===== config.mk =====
export PLATFORM = sky130hd
export DESIGN_NAME = msb_read_arbiter
export DESIGN_NICKNAME = d
export VERILOG_FILES = /design/src/rtl/msb_pkg.sv /design/src/rtl/msb_tag_fifo.sv /design/src/rtl/msb_read_arbiter.sv
export SDC_FILE = /design/constraint.sdc
export NUM_CORES = 1
export LEC_CHECK = 0
export CORE_AREA = 5 5 128 130
export DETAILED_ROUTE_END_ITERATION = 10
export DIE_AREA = 0 0 133 135
export GPL_ROUTABILITY_DRIVEN = 1
export MAX_ROUTING_LAYER = met4
export PLACE_DENSITY = 0.66
export REMOVE_ABC_BUFFERS = 1
export SYNTH_ARGS = -nofsm -noshare
export SYNTH_HDL_FRONTEND = slang
export SYNTH_SLANG_ARGS = --single-unit

===== constraint.sdc =====
create_clock -name clk1x -period 3 [get_ports clk1x]
set_input_delay 0.45 -clock clk1x [delete_from_list [all_inputs] [get_ports clk1x]]
set_output_delay 0.45 -clock clk1x [all_outputs]
set_load 0.02 [all_outputs]

===== src/rtl/msb_pkg.sv =====
// Shared definitions for the multi-stream buffer read path.
package msb_pkg;

  localparam int ST_WIDTH = 4;
  localparam int CL_WIDTH = 4;
  localparam int OF_WIDTH = 3;

  // One read request as presented to the BRAM read port.
  typedef struct packed {
    logic [ST_WIDTH-1:0] st;
    logic [CL_WIDTH-1:0] cl;
    logic [OF_WIDTH-1:0] of;
  } msb_rd_req_t;

  // Width of a requester index; never narrower than one bit.
  function automatic int tag_width(input int n_req);
    return (n_req <= 2) ? 1 : $clog2(n_req);
  endfunction

endpackage


===== src/rtl/msb_tag_fifo.sv =====
// Grant-order tag FIFO. Its occupancy doubles as the outstanding-read count,
// so the arbiter never pushes when full and never pops when empty.
module msb_tag_fifo #(
  parameter int TAG_W = 2,
  parameter int DEPTH = 8
) (
  input  logic                       clk,
  input  logic                       rst_n,
  input  logic                       push,
  input  logic [TAG_W-1:0]           tag_in,
  input  logic                       pop,
  output logic [TAG_W-1:0]           head,
  output logic [$clog2(DEPTH):0]     count
);

  localparam int PTR_W = $clog2(DEPTH);
  localparam int CNT_W = PTR_W + 1;

  logic [TAG_W-1:0] mem_q [DEPTH];
  logic [PTR_W-1:0] wr_ptr_q, wr_ptr_d;
  logic [PTR_W-1:0] rd_ptr_q, rd_ptr_d;
  logic [CNT_W-1:0] count_q, count_d;

  // Pointer and occupancy update; pointers wrap naturally at DEPTH.
  always_comb begin
    wr_ptr_d = wr_ptr_q;
    rd_ptr_d = rd_ptr_q;
    count_d  = count_q;
    if (push) wr_ptr_d = wr_ptr_q + 1'b1;
    if (pop)  rd_ptr_d = rd_ptr_q + 1'b1;
    case ({push, pop})
      2'b10:   count_d = count_q + 1'b1;
      2'b01:   count_d = count_q - 1'b1;
      default: count_d = count_q;
    endcase
  end

  // State registers; stored tags need no reset because the pointers do.
  always_ff @(posedge clk) begin
    if (!rst_n) begin
      wr_ptr_q <= '0;
      rd_ptr_q <= '0;
      count_q  <= '0;
    end else begin
      wr_ptr_q <= wr_ptr_d;
      rd_ptr_q <= rd_ptr_d;
      count_q  <= count_d;
    end
  end

  // Tag storage write.
  always_ff @(posedge clk) begin
    if (push) mem_q[wr_ptr_q] <= tag_in;
  end

  assign head  = mem_q[rd_ptr_q];
  assign count = count_q;

endmodule


===== src/rtl/msb_read_arbiter.sv =====
// Round-robin arbiter sharing the BRAM read port among N_REQ requesters.
// Grants land in a registered issue stage; a tag FIFO remembers grant order
// so returning data is steered back to its requester with no added latency.
module msb_read_arbiter #(
  parameter int N_REQ        = 4,
  parameter int ST_WIDTH     = msb_pkg::ST_WIDTH,
  parameter int CL_WIDTH     = msb_pkg::CL_WIDTH,
  parameter int OF_WIDTH     = msb_pkg::OF_WIDTH,
  parameter int DATA_WIDTH   = 128,
  parameter int MAX_INFLIGHT = 8
) (
  input  logic                            clk1x,
  input  logic                            reset,
  input  logic [N_REQ-1:0]                req_v,
  output logic [N_REQ-1:0]                req_r,
  input  logic [N_REQ*ST_WIDTH-1:0]       req_st,
  input  logic [N_REQ*CL_WIDTH-1:0]       req_cl,
  input  logic [N_REQ*OF_WIDTH-1:0]       req_of,
  output logic                            m_v,
  input  logic                            m_r,
  output logic [ST_WIDTH-1:0]             m_ra_st,
  output logic [CL_WIDTH-1:0]             m_ra_cl,
  output logic [OF_WIDTH-1:0]             m_ra_of,
  input  logic                            s_v,
  output logic                            s_r,
  input  logic [DATA_WIDTH-1:0]           s_rd,
  output logic [N_REQ-1:0]                rsp_v,
  input  logic [N_REQ-1:0]                rsp_r,
  output logic [DATA_WIDTH-1:0]           rsp_d,
  output logic [$clog2(MAX_INFLIGHT):0]   inflight,
  output logic                            err
);

  import msb_pkg::*;

  localparam int               TAG_W   = tag_width(N_REQ);
  localparam int               CNT_W   = $clog2(MAX_INFLIGHT) + 1;
  localparam logic [CNT_W-1:0] CNT_MAX = CNT_W'(MAX_INFLIGHT);
  localparam logic [TAG_W-1:0] PTR_RST = TAG_W'(N_REQ - 1);

  logic [ST_WIDTH-1:0] st_arr [N_REQ];
  logic [CL_WIDTH-1:0] cl_arr [N_REQ];
  logic [OF_WIDTH-1:0] of_arr [N_REQ];

  logic [TAG_W-1:0]    ptr_q, ptr_d;
  logic                m_v_q, m_v_d;
  logic [ST_WIDTH-1:0] st_q, st_d;
  logic [CL_WIDTH-1:0] cl_q, cl_d;
  logic [OF_WIDTH-1:0] of_q, of_d;
  logic                err_q, err_d;

  logic                grant_en, grant_found, grant, pop, fifo_empty;
  logic [TAG_W-1:0]    grant_idx, head;
  logic [CNT_W-1:0]    count;

  genvar gi;
  generate
    for (gi = 0; gi < N_REQ; gi++) begin : g_req
      assign st_arr[gi] = req_st[gi*ST_WIDTH +: ST_WIDTH];
      assign cl_arr[gi] = req_cl[gi*CL_WIDTH +: CL_WIDTH];
      assign of_arr[gi] = req_of[gi*OF_WIDTH +: OF_WIDTH];
      assign req_r[gi]  = grant && (grant_idx == TAG_W'(gi));
      assign rsp_v[gi]  = reset && !fifo_empty && s_v && (head == TAG_W'(gi));
    end
  endgenerate

  // Round-robin search starting just after the last granted requester.
  always_comb begin
    int idx;
    idx         = 0;
    grant_found = 1'b0;
    grant_idx   = ptr_q;
    for (int k = 1; k <= N_REQ; k++) begin
      idx = int'(ptr_q) + k;
      if (idx >= N_REQ) idx = idx - N_REQ;
      if (!grant_found && req_v[idx[TAG_W-1:0]]) begin
        grant_found = 1'b1;
        grant_idx   = idx[TAG_W-1:0];
      end
    end
  end

  // A full credit count blocks granting even when a pop lands this cycle.
  assign grant_en   = reset && (!m_v_q || m_r) && (count < CNT_MAX);
  assign grant      = grant_en && grant_found;
  assign fifo_empty = (count == '0);
  assign s_r        = reset && !fifo_empty && rsp_r[head];
  assign pop        = s_v && s_r;

  // Issue stage, arbitration pointer and sticky protocol-error next state.
  always_comb begin
    ptr_d = ptr_q;
    m_v_d = m_v_q;
    st_d  = st_q;
    cl_d  = cl_q;
    of_d  = of_q;
    err_d = err_q | (s_v && fifo_empty);
    if (grant) begin
      ptr_d = grant_idx;
      m_v_d = 1'b1;
      st_d  = st_arr[grant_idx];
      cl_d  = cl_arr[grant_idx];
      of_d  = of_arr[grant_idx];
    end else if (m_r) begin
      m_v_d = 1'b0;
    end
  end

  // Registers; reset leaves the pointer so that requester 0 wins first.
  always_ff @(posedge clk1x) begin
    if (!reset) begin
      ptr_q <= PTR_RST;
      m_v_q <= 1'b0;
      st_q  <= '0;
      cl_q  <= '0;
      of_q  <= '0;
      err_q <= 1'b0;
    end else begin
      ptr_q <= ptr_d;
      m_v_q <= m_v_d;
      st_q  <= st_d;
      cl_q  <= cl_d;
      of_q  <= of_d;
      err_q <= err_d;
    end
  end

  msb_tag_fifo #(
    .TAG_W (TAG_W),
    .DEPTH (MAX_INFLIGHT)
  ) u_tag_fifo (
    .clk    (clk1x),
    .rst_n  (reset),
    .push   (grant),
    .tag_in (grant_idx),
    .pop    (pop),
    .head   (head),
    .count  (count)
  );

  assign m_v      = m_v_q;
  assign m_ra_st  = st_q;
  assign m_ra_cl  = cl_q;
  assign m_ra_of  = of_q;
  assign rsp_d    = s_rd;
  assign inflight = count;
  assign err      = err_q;

endmodule


==> results of run 1 <==
==> cell usage after synthesis (2+ instances only) <==
| library cell | n |
|---|---|
| buf_4 | 128 |
| nor2_1 | 7 |
| a21oi_1 | 4 |
| nand2_1 | 13 |
| nor4_1 | 2 |
| nor3b_1 | 3 |
| a21o_1 | 12 |
| mux4_2 | 13 |
| xnor2_1 | 3 |
| a21boi_0 | 2 |
| mux2i_1 | 5 |
| dfxtp_1 | 28 |
| and3_1 | 14 |
| inv_2 | 3 |
| o21ai_0 | 4 |
| and2_1 | 4 |
| xor2_1 | 3 |
| nor2b_1 | 5 |
| mux2_4 | 3 |
| inv_1 | 3 |
| clkbuf_1 | 8 |
| edfxtp_1 | 16 |
| and3_2 | 2 |
| nand3_1 | 2 |
| ha_1 | 5 |
| nor3_1 | 5 |
| nor4b_1 | 2 |
| mux4_1 | 2 |
| nand2b_1 | 4 |
==> area by class of cell <==
cell class | instances | area [um2] | share of cell area, %
inverters | 6 | 25.0 | 0.678
multi-input cells | 129 | 1210 | 32.8
clock buffers | 6 | 139 | 3.76
flip-flops and latches | 44 | 1040 | 28.3
clock inverters | 2 | 38.8 | 1.05
well taps | 188 | 235 | 6.37
repair buffers | 106 | 998 | 27.1
==> worst paths after layout <==
path	to	slack, ns
max	u_tag_fifo.count[2]	0.02
min	u_tag_fifo.rd_ptr_q[2]	0.47
max reg2reg	u_tag_fifo.count[2]	0.02
min reg2reg	u_tag_fifo.rd_ptr_q[2]	0.47
==> flip-flops by register name, indices dropped and copies added, names as in the netlist, 2 cells and up, named ones only <==
register             cells
m_ra_of                  3
u_tag_fifo.mem_q        16
u_tag_fifo.count         4
m_ra_cl                  4
ptr_q                    2
u_tag_fifo.wr_ptr_q      3
m_ra_st                  4
u_tag_fifo.rd_ptr_q      3
==> logic make-up (layout without fill, tap and decap cells) <==
kind of cell	Yosys count	count (layout)	share of synthesized area (%)
AOI/OAI and AO/OA	27	27	6.17
xor gates and xnor gates	6	6	1.63
adders and majority gates	5	5	1.94
buffers and inverters	144	120	31.9
DFF	44	44	32.3
muxes	25	25	14.3
and+or+nand+nor	66	66	11.7
==> metal layers <==
layer / up-vias / GRT usage [%]
li1: 910 / -
met1: 1013 / 14.0
met2: 360 / 44.8
met3: 67 / 39.4
met4: 0 / 17.7
met5: - / -
==> repair_timing <==
item / in CTS / in global routing
gates resized for setup: 18 / 10
endpoints found under the hold margin: 0 / 0
buffers inserted: 1 / 4
endpoints found under the setup margin: 9 / 6
pin swaps: 3 / 4
==> critical path, cell delays in order, from the launching register on <==
cell      delay [ns]
dfxtp_4         0.40
mux2_4          0.31
mux4_2          0.49
mux4_2          0.49
nand2_4         0.09
inv_4           0.04
ha_4            0.14
xor2_1          0.14
ha_2            0.19
a21oi_2         0.03
xor2_1          0.15
or3_1           0.30
a21boi_1        0.12
==> per-stage QoR <==
stage,std cells,worst slack [ns]
after detailed placement,468,-0.250
final,481,0.0178
after floorplan,179,-0.204
after global placement,468,-0.122
after global routing,481,-0.111
after CTS,477,0.0149
==> power by group <==
group	leakage (nW)	total (mW)	switching, mW	internal (mW)
combinational	1.13	0.674	0.290	0.384
clock	0.0871	0.663	0.246	0.418
sequential	0.377	0.747	0.0532	0.694
==> results.txt, run 1 <==
outcome -> completed
first-pass iteration count of the detailed router -> 4
Layout Utilization -> 24.6%
Max FO, Critical Path -> 5
most frequent cells in the layout -> clkdlybuf4s50_1, dfxtp_1, buf_4
clock latency on the worst-skew pair -> 0.29 ns
Leakage Power -> 1.59 nW
Yosys top cell area share -> 29.8%
clk sinks -> 44
Detailed Route Iter0 Violations -> 92
Max Slew Vio Count -> 0
Max Clock Freq -> 0.335 GHz
Area contributors post-synth -> buf_4, dfxtp_1, edfxtp_1, mux4_2, a21o_1
FP Rows -> 45
residual DRC count -> 0
largest net degree at the start of global routing -> 27
Starting Density -> 21.5%
min-delay src -> u_tag_fifo.rd_ptr_q[2]
min-delay worst type -> flop to flop
core area -> 15000 um2
Async SR Flop Fraction -> 0%
CP endpoint kind -> flop
Synth cell types -> 41
via count of the routed design -> 2350
hpwl dp -> 24000 um
Worst-path clk slew -> 0.07 ns
DIE WIDTH -> 133 um
total negative setup slack -> 0 ns
vias in the first global route -> 2374
Final Critical Period -> 2.98 ns
Final Hold Vio Count -> 0
final setup fails -> 0
antenna cells -> 0
total power -> 2.08 mW
antenna-violating nets left -> 0
commonest non-fill, non-tap cell in the layout -> clkdlybuf4s50_1
area added between synthesis and finish -> 14.4%
Routed WL -> 26100 um
CTS Buf Count -> 5
post-synthesis cell count -> 317
worst endpoint required time -> 3.22 ns
worst reg2reg path depth -> 12
Final period util -> 99.4%
Yosys reg bits -> 44
Critical Path AT -> 3.21 ns
# IOs -> 338
Hold Path Depth -> 1
critical path class -> flop to flop
port bufs -> 81
area leader, netlist -> buf_4
gpl congestion -> 1.23
RSZ-0062 raised after global routing -> yes
gr usage total -> 28.9%
Max Root-Sink Buffers -> 2
grt total ovfl -> 0
Synth Flop Type -> dfxtp_1
htree depth -> 2
vias per cell -> 4.89
wire length on met3 -> 7670 um
Post-synth EDFFs -> 16
Die ar. -> 18000 um2
Fin Hold WS -> 0.466 ns
first-pass GRT wire length -> 31100 um
nets -> 481
fillers -> 1574
cts hold-fix bufs -> 0
design area -> 3690 um2
met2 wire length -> 11500 um
Max IR drop VDD -> 0.000234 V
relative slew slack -> 57.3%
clk_skew -> 0.00468 ns
worst-margin pin slew -> 0.632 ns
Die Y -> 135 um
share of layout cells above drive strength 1 -> 23.9%
Seq/Total Area, Yosys -> 32.3%
Mean Syn Cell Area -> 10.2 um2
max cap viols -> 0
wl on met1 -> 4650 um
wire per inst -> 54.2 um
Post-DP Area -> 3430 um2
TritonCTS clock tree -> yes
initial antenna violation count -> 0
DR top layer -> met4
Synth Cell Area -> 3230 um2
Power Dens Cells -> 565 nW/um2
clk root buf -> clkbuf_16
crit path launch type -> flop
Yosys warnings -> 0
Note: power is estimated with default switching activity, not from simulation.
==> inputs of run 2 (changes only) <==
ABC_AREA = 1   (was unset)
CORE_AREA = 5 5 129 131   (was 5 5 128 130)
DIE_AREA = 0 0 134 136   (was 0 0 133 135)
clock period = 2.9 ns   (was 3 ns; I/O delays follow)
==> run 2 against run 1 <==
Global-route usage is 0.75 points higher. Via count increased by 29%. Highest routed layer unchanged. Largest cell class unchanged. Largest power group is now combinational logic. Clock skew is 0.0045 ns higher.
==> results.txt, run 2 <==
outcome -> completed
Max Clock Freq -> 0.364 GHz
most frequent cells in the layout -> nand2_1, clkdlybuf4s50_1, nor2_1
initial antenna violation count -> 0
Yosys warnings -> 0
Detailed Route Iter0 Violations -> 117
residual DRC count -> 0
Power Dens Cells -> 1060 nW/um2
core area -> 15500 um2
antenna cells -> 0
design area -> 4060 um2
port bufs -> 81
Leakage Power -> 1.92 nW
max cap viols -> 0
Die Y -> 136 um
area added between synthesis and finish -> 11.2%
wire per inst -> 39.2 um
Reg2Reg Setup Slack -> 0.35 ns
Final Critical Period -> 2.75 ns
Post-Place Cells -> 681
Synth Flop Type -> dfxtp_1
RSZ-0062 raised after global routing -> no
Max Root-Sink Buffers -> 2
wire length on met3 -> 8030 um
Critical Path AT -> 2.31 ns
gpl congestion -> 1.14
clock latency on the worst-skew pair -> 0.28 ns
hpwl dp -> 25200 um
share of layout cells above drive strength 1 -> 16.7%
Final period util -> 94.8%
commonest non-fill, non-tap cell in the layout -> nand2_1
Max Slew Vio Count -> 0
Seq/Total Area, Yosys -> 28.5%
Post-synth EDFFs -> 16
via count of the routed design -> 3029
clk_skew -> 0.00919 ns
Synth cell types -> 34
first-pass iteration count of the detailed router -> 4
gr usage total -> 29.6%
CTS Buf Count -> 5
most frequent cell after synthesis -> nand2_1
Cell Chain, Critical Path -> clkdlybuf4s50_1, inv_1, o21ai_0, buf_4, nand2_1, nand2_1, nand2_2, nand2_2, nand2_2, nand2_4, inv_6, buf_4, nor2_1, dlygate4sd2_1
Yosys reg bits -> 44
TritonCTS clock tree -> yes
clk sinks -> 44
Worst-path clk slew -> 0.06 ns
synth cell count leaders -> nand2_1, buf_4, nor2_1
DR top layer -> met4
vias in the first global route -> 2943
Worst path most repeated cell -> nand2_2
clk root buf -> clkbuf_16
worst endpoint required time -> 2.47 ns
CP endpoint kind -> output pin
Area contributors post-synth -> buf_4, dfxtp_1, nand2_1, edfxtp_1, nor2_1
post-synthesis cell count -> 515
DIE WIDTH -> 134 um
Die ar. -> 18200 um2
min-delay worst type -> flop to flop
largest net degree at the start of global routing -> 31
relative slew slack -> 64.9%
# IOs -> 338
Post-DP Area -> 3860 um2
critical path class -> primary input to output pin
FP Rows -> 46
Routed WL -> 27000 um
Biggest register -> u_tag_fifo.mem_q
met2 wire length -> 13700 um
Yosys top cell area share -> 26.9%
slowest stage delay, CP -> 0.45 ns
max reg flops -> 16
Final Hold Vio Count -> 0
vias per cell -> 4.40
crit path launch type -> primary input
area leader, netlist -> buf_4
Starting Density -> 23.6%
nets -> 685
first-pass GRT wire length -> 33100 um
postcts setup bufs -> 0
worst-margin pin slew -> 0.522 ns
Final Non-Filler Cells -> 689
wl on met1 -> 4170 um
antenna-violating nets left -> 0
cts hold-fix bufs -> 0
final setup fails -> 0
htree depth -> 2
Synth Cell Area -> 3650 um2
Max IR drop VDD -> 0.000456 V
slowest CP cell -> clkdlybuf4s50_1
grt total ovfl -> 0
Async SR Flop Fraction -> 0%
Mean Syn Cell Area -> 7.09 um2
total power -> 4.30 mW
Max FO, Critical Path -> 4
run 2: worst paths after layout:
path                            cells after the start                  end     start
worst max-delay path                               14             req_r[3]  req_v[1]
worst min register to register                      2                  err       err
worst max register to register                     20  u_tag_fifo.count[3]      flop
worst min-delay path                                2                  err       err
run 2: where the power goes:
part / leakage, nW / switching (mW) / internal [mW]
Clock: 0.0847 / 0.245 / 0.410
Combinational: 1.46 / 1.57 / 1.04
Sequential: 0.379 / 0.142 / 0.901
run 2: through the flow:
stage / TNS [ns] / hold slack, ns / utilization [%] / worst slack, ns
4_1_cts: 0 / 0.451 / 26.0 / 0.0627
2_1_floorplan: 0 / 0.463 / - / 0.351
6_report: 0 / 0.448 / 26.2 / 0.150
3_5_place_dp: -0.511 / 0.441 / 25.0 / -0.152
3_3_place_gp: -0.555 / 0.441 / 25.0 / -0.171
5_1_grt: 0 / 0.468 / 26.2 / 0.0183
run 2: cell type report:
| cell class | instances | area [um2] |
|---|---|---|
| sequential | 44 | 1050 |
| timing repair buffer | 114 | 1060 |
| tap | 192 | 240 |
| fill | 1722 | 11400 |
| multi-input combinational | 291 | 1380 |
| clock buffer | 5 | 125 |
| clock inverter | 3 | 45.0 |
| inverter | 40 | 158 |
run 2: logic make-up (layout without fill, tap and decap cells):
group	count (synthesis)	count (layout)	synth area share, %
xor+xnor	6	6	1.64
simple gates	255	255	30.2
buf+inv	180	162	34.1
compound gates	25	25	3.84
flops	44	44	28.5
fa+ha+maj	5	5	1.71
run 2: per-layer routing:
layer	track usage, %	up-vias
li1	-	1434
met1	12.0	1208
met2	52.9	347
met3	40.9	40
met4	9.26	0
met5	-	-
run 2: what timing repair did:
action | CTS | global route
pin swaps | 0 | 0
resized for setup | 5 | 11
setup endpoints to repair | 4 | 6
gates cloned | 0 | 0
run 2: worst max-delay path: cells and delay by family:
family | cells | cell delay, ns
buffers and inverters | 6 | 1.18
AO/OA/AOI/OAI | 1 | 0.15
AND/OR/NAND/NOR | 7 | 0.56
==> inputs of run 3 (changes only) <==
==> constraint.sdc (replaced) <==
create_clock -name clk1x -period 2.9 [get_ports clk1x]
set_input_delay 0.725 -clock clk1x [delete_from_list [all_inputs] [get_ports clk1x]]
set_output_delay 0.725 -clock clk1x [all_outputs]
set_load 0.02 [all_outputs]
==> run 3 against run 2 <==
Register-to-register slack gained 0.02 ns. Total power grew 8.1%. Clock power is essentially flat. Worst hold slack gained 0.0059 ns. Core utilization grew 1.3 points. Fmax shrank 2.3%. Critical path depth shrank 5. Wire length is essentially flat. First-iteration DRC count grew 6.8%. Sequential cell count is the same. Combinational power grew 13%. Largest power group unchanged.
==> results.txt, run 3 (same netlist as run 2, synthesis figures left out) <==
nets -> 695
Max IR drop VDD -> 0.000389 V
worst-margin pin slew -> 0.508 ns
core area -> 15500 um2
Post-Place Cells -> 688
area added between synthesis and finish -> 16.6%
# IOs -> 338
Max Slew Vio Count -> 0
endpoint of the worst hold path -> err
slowest stage delay, CP -> 0.46 ns
CTS Buf Count -> 5
Post-DP Area -> 3930 um2
htree depth -> 2
clock latency on the worst-skew pair -> 0.29 ns
gpl congestion -> 1.14
crit path launch type -> primary input
FP Rows -> 46
Final Non-Filler Cells -> 699
DIE WIDTH -> 134 um
max cap viols -> 0
Reg2Reg Setup Slack -> 0.37 ns
Die ar. -> 18200 um2
Hold Path Depth -> 2
largest net degree at the start of global routing -> 31
vias per cell -> 4.37
GR met3 Demand/Resource -> 42.5%
port bufs -> 81
Max Root-Sink Buffers -> 2
R2R Path End -> u_tag_fifo.count[3]
Detailed Route Iter0 Violations -> 125
total power -> 4.65 mW
TritonCTS clock tree -> yes
Die Y -> 136 um
most used routing layer -> met2
Layout Utilization -> 27.5%
max reg flops -> 16
clk_skew -> 0.00735 ns
residual DRC count -> 0
hpwl dp -> 25200 um
antenna-violating nets left -> 0
initial antenna violation count -> 0
first-pass iteration count of the detailed router -> 4
via count of the routed design -> 3055
final setup fails -> 0
antenna cells -> 0
met2 Use GR -> 52.5%
Routed WL -> 27000 um
Final Hold Vio Count -> 0
most frequent cells in the layout -> nand2_1, clkdlybuf4s50_1, nor2_1
commonest non-fill, non-tap cell in the layout -> nand2_1
Starting Density -> 23.6%
slowest CP cell -> clkdlybuf4s50_1
wire per inst -> 38.6 um
Final Critical Period -> 2.81 ns
Biggest register -> u_tag_fifo.mem_q
gr usage total -> 29.7%
total negative setup slack -> 0 ns
vias in the first global route -> 2995
grt total ovfl -> 0
delay-heaviest family, CP -> buffers and inverters
fillers -> 1662
design area -> 4260 um2
M1 GR Usage -> 11.4%
outcome -> completed
min-delay worst type -> flop to flop
min-delay src -> err
Final period util -> 97.1%
RSZ-0062 raised after global routing -> no
Max Clock Freq -> 0.355 GHz
Cell Chain, Critical Path -> clkdlybuf4s50_1, nor2_1, nor3_2, buf_4, nand2_4, inv_4, nand2_4, a21oi_4, buf_4
Max FO, Critical Path -> 4
Power Dens Cells -> 1090 nW/um2
first-pass GRT wire length -> 33100 um
worst reg2reg path depth -> 20
share of layout cells above drive strength 1 -> 24.7%
CP endpoint kind -> output pin
worst endpoint required time -> 2.17 ns
Leakage Power -> 1.94 nW
critical path class -> primary input to output pin
relative slew slack -> 65.8%
worst path bufs/invs -> 4
Critical Path AT -> 2.09 ns
clk root buf -> clkbuf_16
Worst-path clk slew -> 0.06 ns
clk sinks -> 44
run 3: cell types whose count changed in the layout (fill, tap and decap cells not counted), sizes merged:
cell | previous run | this run
inv | 41 | 42
dlygate4sd2 | 4 | 3
clkdlybuf4s15 | 0 | 3
clkdlybuf4s50 | 73 | 68
clkinv | 1 | 0
dlymetal6s2s | 4 | 0
buf | 33 | 50
run 3: tightest hold or removal path, cell delays in order (launching register included):
cell and delay (ns):
dfxtp_1 0.31, inv_1 0.05, a21oi_1 0.05
run 3: metal layers:
| metal | share of wire, % | up-vias |
|---|---|---|
| met5 | 0 | - |
| met4 | 5.0 | 0 |
| met3 | 31 | 40 |
| met2 | 50 | 344 |
| met1 | 14 | 1221 |
| li1 | - | 1450 |
run 3: final cells by class:
cell class | instances | area, um2 | area share (%)
clock inverters | 3 | 45.0 | 1.06
flip-flops and latches | 44 | 1040 | 24.5
repair buffers | 124 | 1150 | 27.0
well taps | 192 | 240 | 5.64
clock buffers | 5 | 125 | 2.94
inverters | 40 | 160 | 3.76
multi-input cells | 291 | 1500 | 35.1
run 3: per-stage QoR:
stage / setup slack [ns] / hold slack (ns)
6_report: 0.0853 / 0.454
3_3_place_gp: -0.692 / 0.440
5_1_grt: 0.00217 / 0.498
3_5_place_dp: -0.683 / 0.452
4_1_cts: 0.00288 / 0.461
2_1_floorplan: -0.0406 / 0.463
run 3: how the worst max path moves through the flow:
stage                     startpoint                   to  slack (ns)  cells past startpoint
final                            m_r             req_r[2]        0.09                      9
after global routing           reset  u_tag_fifo.count[3]       0.002                     18
after CTS                      reset             req_r[2]       0.003                      9
after detailed placement    req_v[1]             req_r[2]       -0.68                     13
after global placement      req_v[1]             req_r[2]       -0.69                     13
after floorplan             req_v[1]             req_r[2]       -0.04                     10
run 3: timing repair:
item                       in CTS  in global routing
hold buffers                    0                  0
pin swaps                       9                 11
gates resized for setup        65                 32
setup endpoints to repair      11                 12
setup buffers                   0                  4
gates cloned                    0                  0
run 3: where the power goes:
part	switching, mW	internal [mW]	total, mW	leakage (nW)
Clock	0.246	0.410	0.656	0.0847
Combinational	1.72	1.24	2.96	1.47
Sequential	0.139	0.899	1.04	0.378
Total	2.10	2.55	4.65	1.94
